$ cat src/rtl/lfb_pkg.sv
// Shared types and constants for the logic function bank.
package lfb_pkg;

  typedef enum logic [1:0] {
    IDLE  = 2'd0,
    SWEEP = 2'd1,
    DONE  = 2'd2
  } lfb_state_t;

  localparam int SIG_W = 16;
  localparam logic [SIG_W-1:0] LFSR_TAPS = 16'hB400;

  // Power-on function set for IN_W=4 builds that preload tables at reset.
  localparam logic [15:0] LFB_DEFAULT_TABLES [16] = '{
    16'h8000, 16'hFFFE, 16'h6996, 16'h0001,
    16'hAAAA, 16'hCCCC, 16'hF0F0, 16'hFF00,
    16'h7FFF, 16'h9669, 16'h0000, 16'hFFFF,
    16'h5555, 16'h3333, 16'h0F0F, 16'h00FF
  };

endpackage

$ cat src/rtl/logic_function_bank_if.sv
// Config, evaluate, result and sweep-control signals of the logic function bank.
interface logic_function_bank_if
  import lfb_pkg::*;
#(
  parameter int IN_W  = 4,
  parameter int OUT_N = 10
);
  localparam int FN_W  = (OUT_N > 1) ? $clog2(OUT_N) : 1;
  localparam int TBL_W = 1 << IN_W;

  logic             cfg_valid;
  logic             cfg_ready;
  logic [FN_W-1:0]  cfg_fn;
  logic [TBL_W-1:0] cfg_table;
  logic             in_valid;
  logic             in_ready;
  logic [IN_W-1:0]  in_bits;
  logic             out_valid;
  logic [OUT_N-1:0] out_bits;
  logic [IN_W-1:0]  out_idx;
  logic             sweep_start;
  logic             busy;
  logic             sweep_done;
  logic [SIG_W-1:0] signature;

  modport master (
    output cfg_valid, cfg_fn, cfg_table, in_valid, in_bits, sweep_start,
    input  cfg_ready, in_ready, out_valid, out_bits, out_idx, busy, sweep_done, signature
  );

  modport slave (
    input  cfg_valid, cfg_fn, cfg_table, in_valid, in_bits, sweep_start,
    output cfg_ready, in_ready, out_valid, out_bits, out_idx, busy, sweep_done, signature
  );

endinterface

$ cat src/rtl/lfb_sig_lfsr.sv
// Signature register: shifts a Fibonacci LFSR and folds in one result word per update.
// Latency: new signature visible the cycle after upd; clr wins over upd.
// Backpressure: none, updates whenever upd is high.
module lfb_sig_lfsr
  import lfb_pkg::*;
(
  input  logic             clk,
  input  logic             rst,
  input  logic             clr,
  input  logic             upd,
  input  logic [SIG_W-1:0] din,
  output logic [SIG_W-1:0] sig
);

  always_ff @(posedge clk or posedge rst) begin
    if (rst) begin
      sig <= '0;
    end else if (clr) begin
      sig <= '0;
    end else if (upd) begin
      sig <= {sig[SIG_W-2:0], ^(sig & LFSR_TAPS)} ^ din;
    end
  end

endmodule

$ cat src/rtl/logic_function_bank.sv
// Programmable truth-table bank with exhaustive self-check sweep (LFB_RESET_TABLE_EN: preload tables at reset).
// Latency: eval result registered 1 cycle after acceptance; sweep start-to-done 2^IN_W cycles.
// Backpressure: cfg/in ready only in IDLE; in_ready also drops while sweep_start is high.
module logic_function_bank
  import lfb_pkg::*;
#(
  parameter int IN_W  = 4,
  parameter int OUT_N = 10
)(
  input  logic                  clk,
  input  logic                  rst,
  logic_function_bank_if.slave  bus
);

  localparam int TBL_W = 1 << IN_W;

  lfb_state_t       state, state_nxt;
  logic [IN_W-1:0]  idx;
  logic [TBL_W-1:0] tables [OUT_N];
  logic [IN_W-1:0]  eval_vec;
  logic [OUT_N-1:0] eval_res;
  logic             cfg_rdy, in_rdy, cfg_fire, in_fire, sweep_go, sweeping;
  logic [SIG_W-1:0] sig_din;

  always_comb begin
    state_nxt = state;
    cfg_rdy   = 1'b0;
    in_rdy    = 1'b0;
    sweep_go  = 1'b0;
    case (state)
      IDLE: begin
        cfg_rdy  = 1'b1;
        in_rdy   = !bus.sweep_start;
        sweep_go = bus.sweep_start;
        if (bus.sweep_start) state_nxt = SWEEP;
      end
      SWEEP:   if (idx == '1) state_nxt = DONE;
      DONE:    state_nxt = IDLE;
      default: state_nxt = IDLE;
    endcase
  end

  assign sweeping   = (state == SWEEP);
  assign cfg_fire   = bus.cfg_valid && cfg_rdy;
  assign in_fire    = bus.in_valid && in_rdy;
  assign eval_vec   = sweeping ? idx : bus.in_bits;
  assign sig_din    = SIG_W'(eval_res);

  assign bus.cfg_ready  = cfg_rdy;
  assign bus.in_ready   = in_rdy;
  assign bus.busy       = (state != IDLE);
  assign bus.sweep_done = (state == DONE);

  // Reads the tables before any same-edge write lands, so eval sees the old value.
  always_comb begin
    eval_res = '0;
    for (int j = 0; j < OUT_N; j++) begin
      eval_res[j] = tables[j][eval_vec];
    end
  end

  always_ff @(posedge clk or posedge rst) begin
    if (rst) state <= IDLE;
    else     state <= state_nxt;
  end

  always_ff @(posedge clk or posedge rst) begin
    if (rst) begin
      idx           <= '0;
      bus.out_valid <= 1'b0;
      bus.out_bits  <= '0;
      bus.out_idx   <= '0;
    end else begin
      bus.out_valid <= in_fire || sweeping;
      if (in_fire || sweeping) begin
        bus.out_bits <= eval_res;
        bus.out_idx  <= eval_vec;
      end
      if (sweep_go)      idx <= '0;
      else if (sweeping) idx <= idx + 1'b1;
    end
  end

  always_ff @(posedge clk or posedge rst) begin
    if (rst) begin
      for (int j = 0; j < OUT_N; j++) begin
`ifdef LFB_RESET_TABLE_EN
        tables[j] <= LFB_DEFAULT_TABLES[j];
`else
        tables[j] <= '0;
`endif
      end
    end else if (cfg_fire && (int'(bus.cfg_fn) < OUT_N)) begin
      tables[bus.cfg_fn] <= bus.cfg_table;
    end
  end

  lfb_sig_lfsr u_sig (
    .clk (clk),
    .rst (rst),
    .clr (sweep_go),
    .upd (sweeping),
    .din (sig_din),
    .sig (bus.signature)
  );

endmodule

$ cat src/flat_wrapper.sv
// flat-port wrapper written by rule: the top's interface ports become plain ports
module logic_function_bank_flat import lfb_pkg::*;
#(
  parameter int IN_W  = 4,
  parameter int OUT_N = 10
)
  (clk, rst, bus_cfg_valid, bus_cfg_fn, bus_cfg_table, bus_in_valid, bus_in_bits, bus_sweep_start, bus_cfg_ready, bus_in_ready, bus_out_valid, bus_out_bits, bus_out_idx, bus_busy, bus_sweep_done, bus_signature);
  logic_function_bank_if #(.IN_W(IN_W), .OUT_N(OUT_N)) bus_i ();
  input  logic clk;
  input  logic rst;
  input wire logic [$bits(bus_i.cfg_valid)-1:0] bus_cfg_valid;
  input wire logic [$bits(bus_i.cfg_fn)-1:0] bus_cfg_fn;
  input wire logic [$bits(bus_i.cfg_table)-1:0] bus_cfg_table;
  input wire logic [$bits(bus_i.in_valid)-1:0] bus_in_valid;
  input wire logic [$bits(bus_i.in_bits)-1:0] bus_in_bits;
  input wire logic [$bits(bus_i.sweep_start)-1:0] bus_sweep_start;
  output wire logic [$bits(bus_i.cfg_ready)-1:0] bus_cfg_ready;
  output wire logic [$bits(bus_i.in_ready)-1:0] bus_in_ready;
  output wire logic [$bits(bus_i.out_valid)-1:0] bus_out_valid;
  output wire logic [$bits(bus_i.out_bits)-1:0] bus_out_bits;
  output wire logic [$bits(bus_i.out_idx)-1:0] bus_out_idx;
  output wire logic [$bits(bus_i.busy)-1:0] bus_busy;
  output wire logic [$bits(bus_i.sweep_done)-1:0] bus_sweep_done;
  output wire logic [$bits(bus_i.signature)-1:0] bus_signature;
  assign bus_i.cfg_valid = bus_cfg_valid;
  assign bus_i.cfg_fn = bus_cfg_fn;
  assign bus_i.cfg_table = bus_cfg_table;
  assign bus_i.in_valid = bus_in_valid;
  assign bus_i.in_bits = bus_in_bits;
  assign bus_i.sweep_start = bus_sweep_start;
  assign bus_cfg_ready = bus_i.cfg_ready;
  assign bus_in_ready = bus_i.in_ready;
  assign bus_out_valid = bus_i.out_valid;
  assign bus_out_bits = bus_i.out_bits;
  assign bus_out_idx = bus_i.out_idx;
  assign bus_busy = bus_i.busy;
  assign bus_sweep_done = bus_i.sweep_done;
  assign bus_signature = bus_i.signature;
  logic_function_bank #(.IN_W(IN_W), .OUT_N(OUT_N)) u_core (.clk(clk), .rst(rst), .bus(bus_i));
endmodule
$ cat config.mk
export PLATFORM = sky130hd
export DESIGN_NAME = logic_function_bank_flat
export DESIGN_NICKNAME = d
export VERILOG_FILES = /design/src/rtl/lfb_pkg.sv /design/src/rtl/logic_function_bank_if.sv /design/src/rtl/lfb_sig_lfsr.sv /design/src/rtl/logic_function_bank.sv /design/src/flat_wrapper.sv
export SDC_FILE = /design/constraint.sdc
export NUM_CORES = 1
export LEC_CHECK = 0
export CORE_ASPECT_RATIO = 0.6
export CORE_MARGIN = 1
export CORE_UTILIZATION = 25
export CTS_CLUSTER_SIZE = 8
export DETAILED_ROUTE_END_ITERATION = 12
export GPL_TIMING_DRIVEN = 0
export PLACE_DENSITY = 0.48
export SYNTH_ARGS = -nofsm -noshare
export SYNTH_HDL_FRONTEND = slang
export SYNTH_SLANG_ARGS = --single-unit
$ cat constraint.sdc
create_clock -name clk -period 21.5 [get_ports clk]
set_input_delay 4.3 -clock clk [delete_from_list [all_inputs] [get_ports clk]]
set_output_delay 4.3 -clock clk [all_outputs]
set_load 0.02 [all_outputs]
==> flow_summary_export.csv <==
group,metric,value,unit
worst_setup_path,critical_path.slowest_cell,"clkdlybuf4s50_1",
detailed_routing,route.antenna.remaining_nets,0,
worst_setup_path,critical_path.max_stage_delay,610,ps
power,power_density,149,mW/mm²
floorplan,floorplan.die.width,276,µm
logic_synthesis,synth_warnings,0,
logic_synthesis,post_synth_main_area_contributors,"dfrtp_1 (44%), mux2i_1 (19%), mux2_2 (15%)",
run,maxCapViolCount,0,
global_route,global_route_wire_length_before_repair,54000,µm
floorplan,start_util,0.256,
floorplan,num_rows,59,
logic_synthesis,yosys.area.top_type_share,0.439,
hold_path,hold_path_class,"register to register",
hold_path,worst_hold_startpoint,"u_core.bus.out_bits[0]",
cells_and_area,antennaDiodeCount,0,
global_route,grt.met3_usage,0.0506,
cells_and_area,utilization,0.296,
worst_setup_path,reg2reg_from,"u_core.state[1]",
worst_setup_path,start_point_of_the_critical_path,"bus_sweep_start",
placement,gp_congestion,0.836,
cells_and_area,num-nets-final,1073,
timing,totalNegativeSetupSlack,0,ps
power,finalPower,0.00194,W
timing,maxClockFrequency,102,MHz
cells_and_area,n_fill_cell,4568,
detailed_routing,first_iter_violations,587,
global_route,grt_most_used_layer,"met1",
clocking,clk_root_buffer_cell,"clkbuf_16",
logic_synthesis,syn-mean-instance-area,11.5,µm²
timing,finalWorstPathRequiredPeriod,9780,ps
clocking,ctsHoldBuffers,0,
floorplan,die_height,166,µm
logic_synthesis,synth-seq-area-share,0.439,
timing,final_min_period_over_clock_period,0.455,
worst_setup_path,path_cells,"clkdlybuf4s50_1 > nor2_1 > clkdlybuf4s50_1",
detailed_routing,wl_per_cell,21.9,µm
logic_synthesis,mappedNetlistArea,0.0112,mm²
detailed_routing,vias_per_cell,5.01,
worst_setup_path,startpoint_type,"input port",
global_route,grt-ovfl-total,0,
detailed_routing,drc,0,
global_route,first_global_vias,8069,
placement,place.port_buffers,44,
cells_and_area,area_growth_syn_to_layout,15.4,%
global_route,largest_net_degree_at_the_start_of_global_routing,114,
detailed_routing,count_of_tritonroute_iterations_in_the_first_routing_pass,5,
logic_synthesis,asyncSetResetFlopFracSynth,1.00,
worst_setup_path,criticalPathCategory,"input port to output port",
floorplan,fp.dieArea,0.0458,mm²
clocking,htree_levels,4,
logic_synthesis,number_of_nets_in_the_synthesized_netlist,1008,
global_route,groute.layer.met1.usage,0.259,
detailed_routing,routed_wirelength,35800,µm
floorplan,placeableCoreArea,0.0438,mm²
worst_setup_path,cp_max_fo,3,
logic_synthesis,synth_ff_type,"dfrtp_1",
power,static-leakage-power,6.09,nW
cells_and_area,layout.cells.non_filler,1633,
worst_setup_path,worst_ep_required_time,17200,ps
clocking,tritoncts_num_sinks,197,
timing,final_hold_viol_count,0,
placement,dp.final_hpwl,26300,µm
clocking,cts_tree,"yes",
placement,dp.cells,1602,
timing,worst_slew_margin_rel,0.0386,
clocking,post_cts.repair.setup_buffers,0,
logic_synthesis,syn_inst,978,
logic_synthesis,synth.distinct_cells,49,
cells_and_area,mostFrequentLayoutCells,"mux2i_1 (210), dfrtp_1 (197), mux2_2 (148), nor2_1 (108), clkdlybuf4s50_1 (44)",
global_route,grtUsageTotal,0.161,
clocking,post_cts_resized,0,
worst_setup_path,setup.worst_path.end_class,"output port",
logic_synthesis,ys_seq_elements,197,
global_route,met2_usage,0.201,
clocking,clk_latency,470,ps
cells_and_area,layout.cells.most_common,"mux2i_1",
timing,final_max_slew_viol_count,0,
run_status,outcome,"completed",
timing,final-setup-viol-count,0,
worst_setup_path,cp_data_arrival_time,5480,ps
clocking,cts.path.max_buffers,2,
detailed_routing,num_vias,8183,
clocking,clk_pin_slew,70,ps
worst_setup_path,cpMostUsedCell,"clkdlybuf4s50_1",
clocking,cts_made_buffers,17,
timing,slew_at_the_pin_closest_to_its_max_slew_limit,1440,ps
global_route,grt_antenna_before_repair,0,
floorplan,io-pin-count,64,
timing,grt_setup_unrepaired,"no",
logic_synthesis,synth.largest_area_cell,"dfrtp_1",
timing,clock-skew-final,14.3,ps
power,max-vdd-ir-drop,56.6,µV
logic_synthesis,synth_edf_count,0,
cells_and_area,share_of_final_layout_standard_cells_stronger_than_drive_strength_1,0.241,
-- layer usage --
layer / share of wire / up-vias / wire length (µm)
met4: 0.0096 / 0 / 343
met3: 0.074 / 20 / 2650
met2: 0.38 / 192 / 13500
met5: 0 / - / 0
li1: - / 3706 / -
met1: 0.54 / 4265 / 19300
-- stage by stage --
step / setup slack [ps] / area (µm²) / hold slack, ps
floorplan: 11830 / 11200 / 479
global placement: 8670 / 12400 / 477
detailed placement: 11710 / 12400 / 480
CTS: 11700 / 13000 / 496
global route: 11650 / 13000 / 523
finish: 11720 / 13000 / 487
-- area by class of cell --
class	instances	area, µm²	area share
timing repair buffer	46	475	0.0366
clock inverter	8	50.0	0.00386
inverter	5	26.3	0.00203
sequential	197	4930	0.380
buffer	92	494	0.0381
tap	579	724	0.0558
clock buffer	22	474	0.0366
multi-input combinational	684	5800	0.447
-- cell usage after synthesis (2+ instances only) --
cell / count
nand4b_1: 9
mux2_1: 12
clkbuf_1: 13
o21ai_0: 7
inv_1: 5
dfrtp_1: 197
nand2b_1: 2
xnor2_1: 3
mux2_2: 148
nor2b_1: 3
and4bb_1: 2
buf_1: 20
nor3b_1: 9
o32ai_1: 38
buf_2: 38
mux2i_1: 210
nand4_1: 11
nor2_4: 2
or2_1: 2
buf_4: 15
a21oi_1: 12
nand2_1: 30
nor3_1: 20
buf_6: 6
o32ai_4: 2
nor2_2: 2
nor2_1: 108
a22o_1: 8
o21ai_1: 10
nand3_2: 2
nand3_1: 2
o21bai_1: 2
a31oi_1: 4
o2111ai_1: 9
-- registers in the layout (all words and copies together) (netlist names) --
register / flops
u_core.bus.out_valid: 1
u_core.idx: 4
u_core.tables: 160
u_core.u_sig.sig: 16
u_core.state: 2
u_core.bus.out_bits: 10
u_core.bus.out_idx: 4
-- critical path: cells and delay by family --
kind | cells | cell delay, ps
and+or+nand+nor | 1 | 120
buffers and inverters | 2 | 1060
-- power breakdown --
part	switching, W	internal [W]	total (W)
logic	0.000618	0.000411	0.00103
registers	0.000105	0.000498	0.000603
clock network	0.000151	0.000156	0.000307
-- worst paths after layout --
kind,endpoint,slack (ps),cells past startpoint
max,bus_in_ready,11720,3
min,u_core.bus.out_bits[0],490,2
max reg2reg,u_core.bus.out_bits[3],18430,9
min reg2reg,u_core.bus.out_bits[0],490,2
max in group asynchronous,u_core.tables[97],16150,3
min in group asynchronous,u_core.tables[104],4310,2
-- kinds of logic (layout without fill, tap and decap cells) --
kind of cell / count (synthesis) / after routing / synth area share
XOR/XNOR: 3 / 3 / 0.00234
buffers and inverters: 97 / 173 / 0.0456
AND/OR/NAND/NOR: 214 / 214 / 0.0979
flip-flops: 197 / 197 / 0.439
multiplexers: 370 / 370 / 0.347
adder cells (fa/ha/maj): 1 / 1 / 0.00111
AO/OA/AOI/OAI: 96 / 96 / 0.0672
Power figures use the tool's default switching activity.
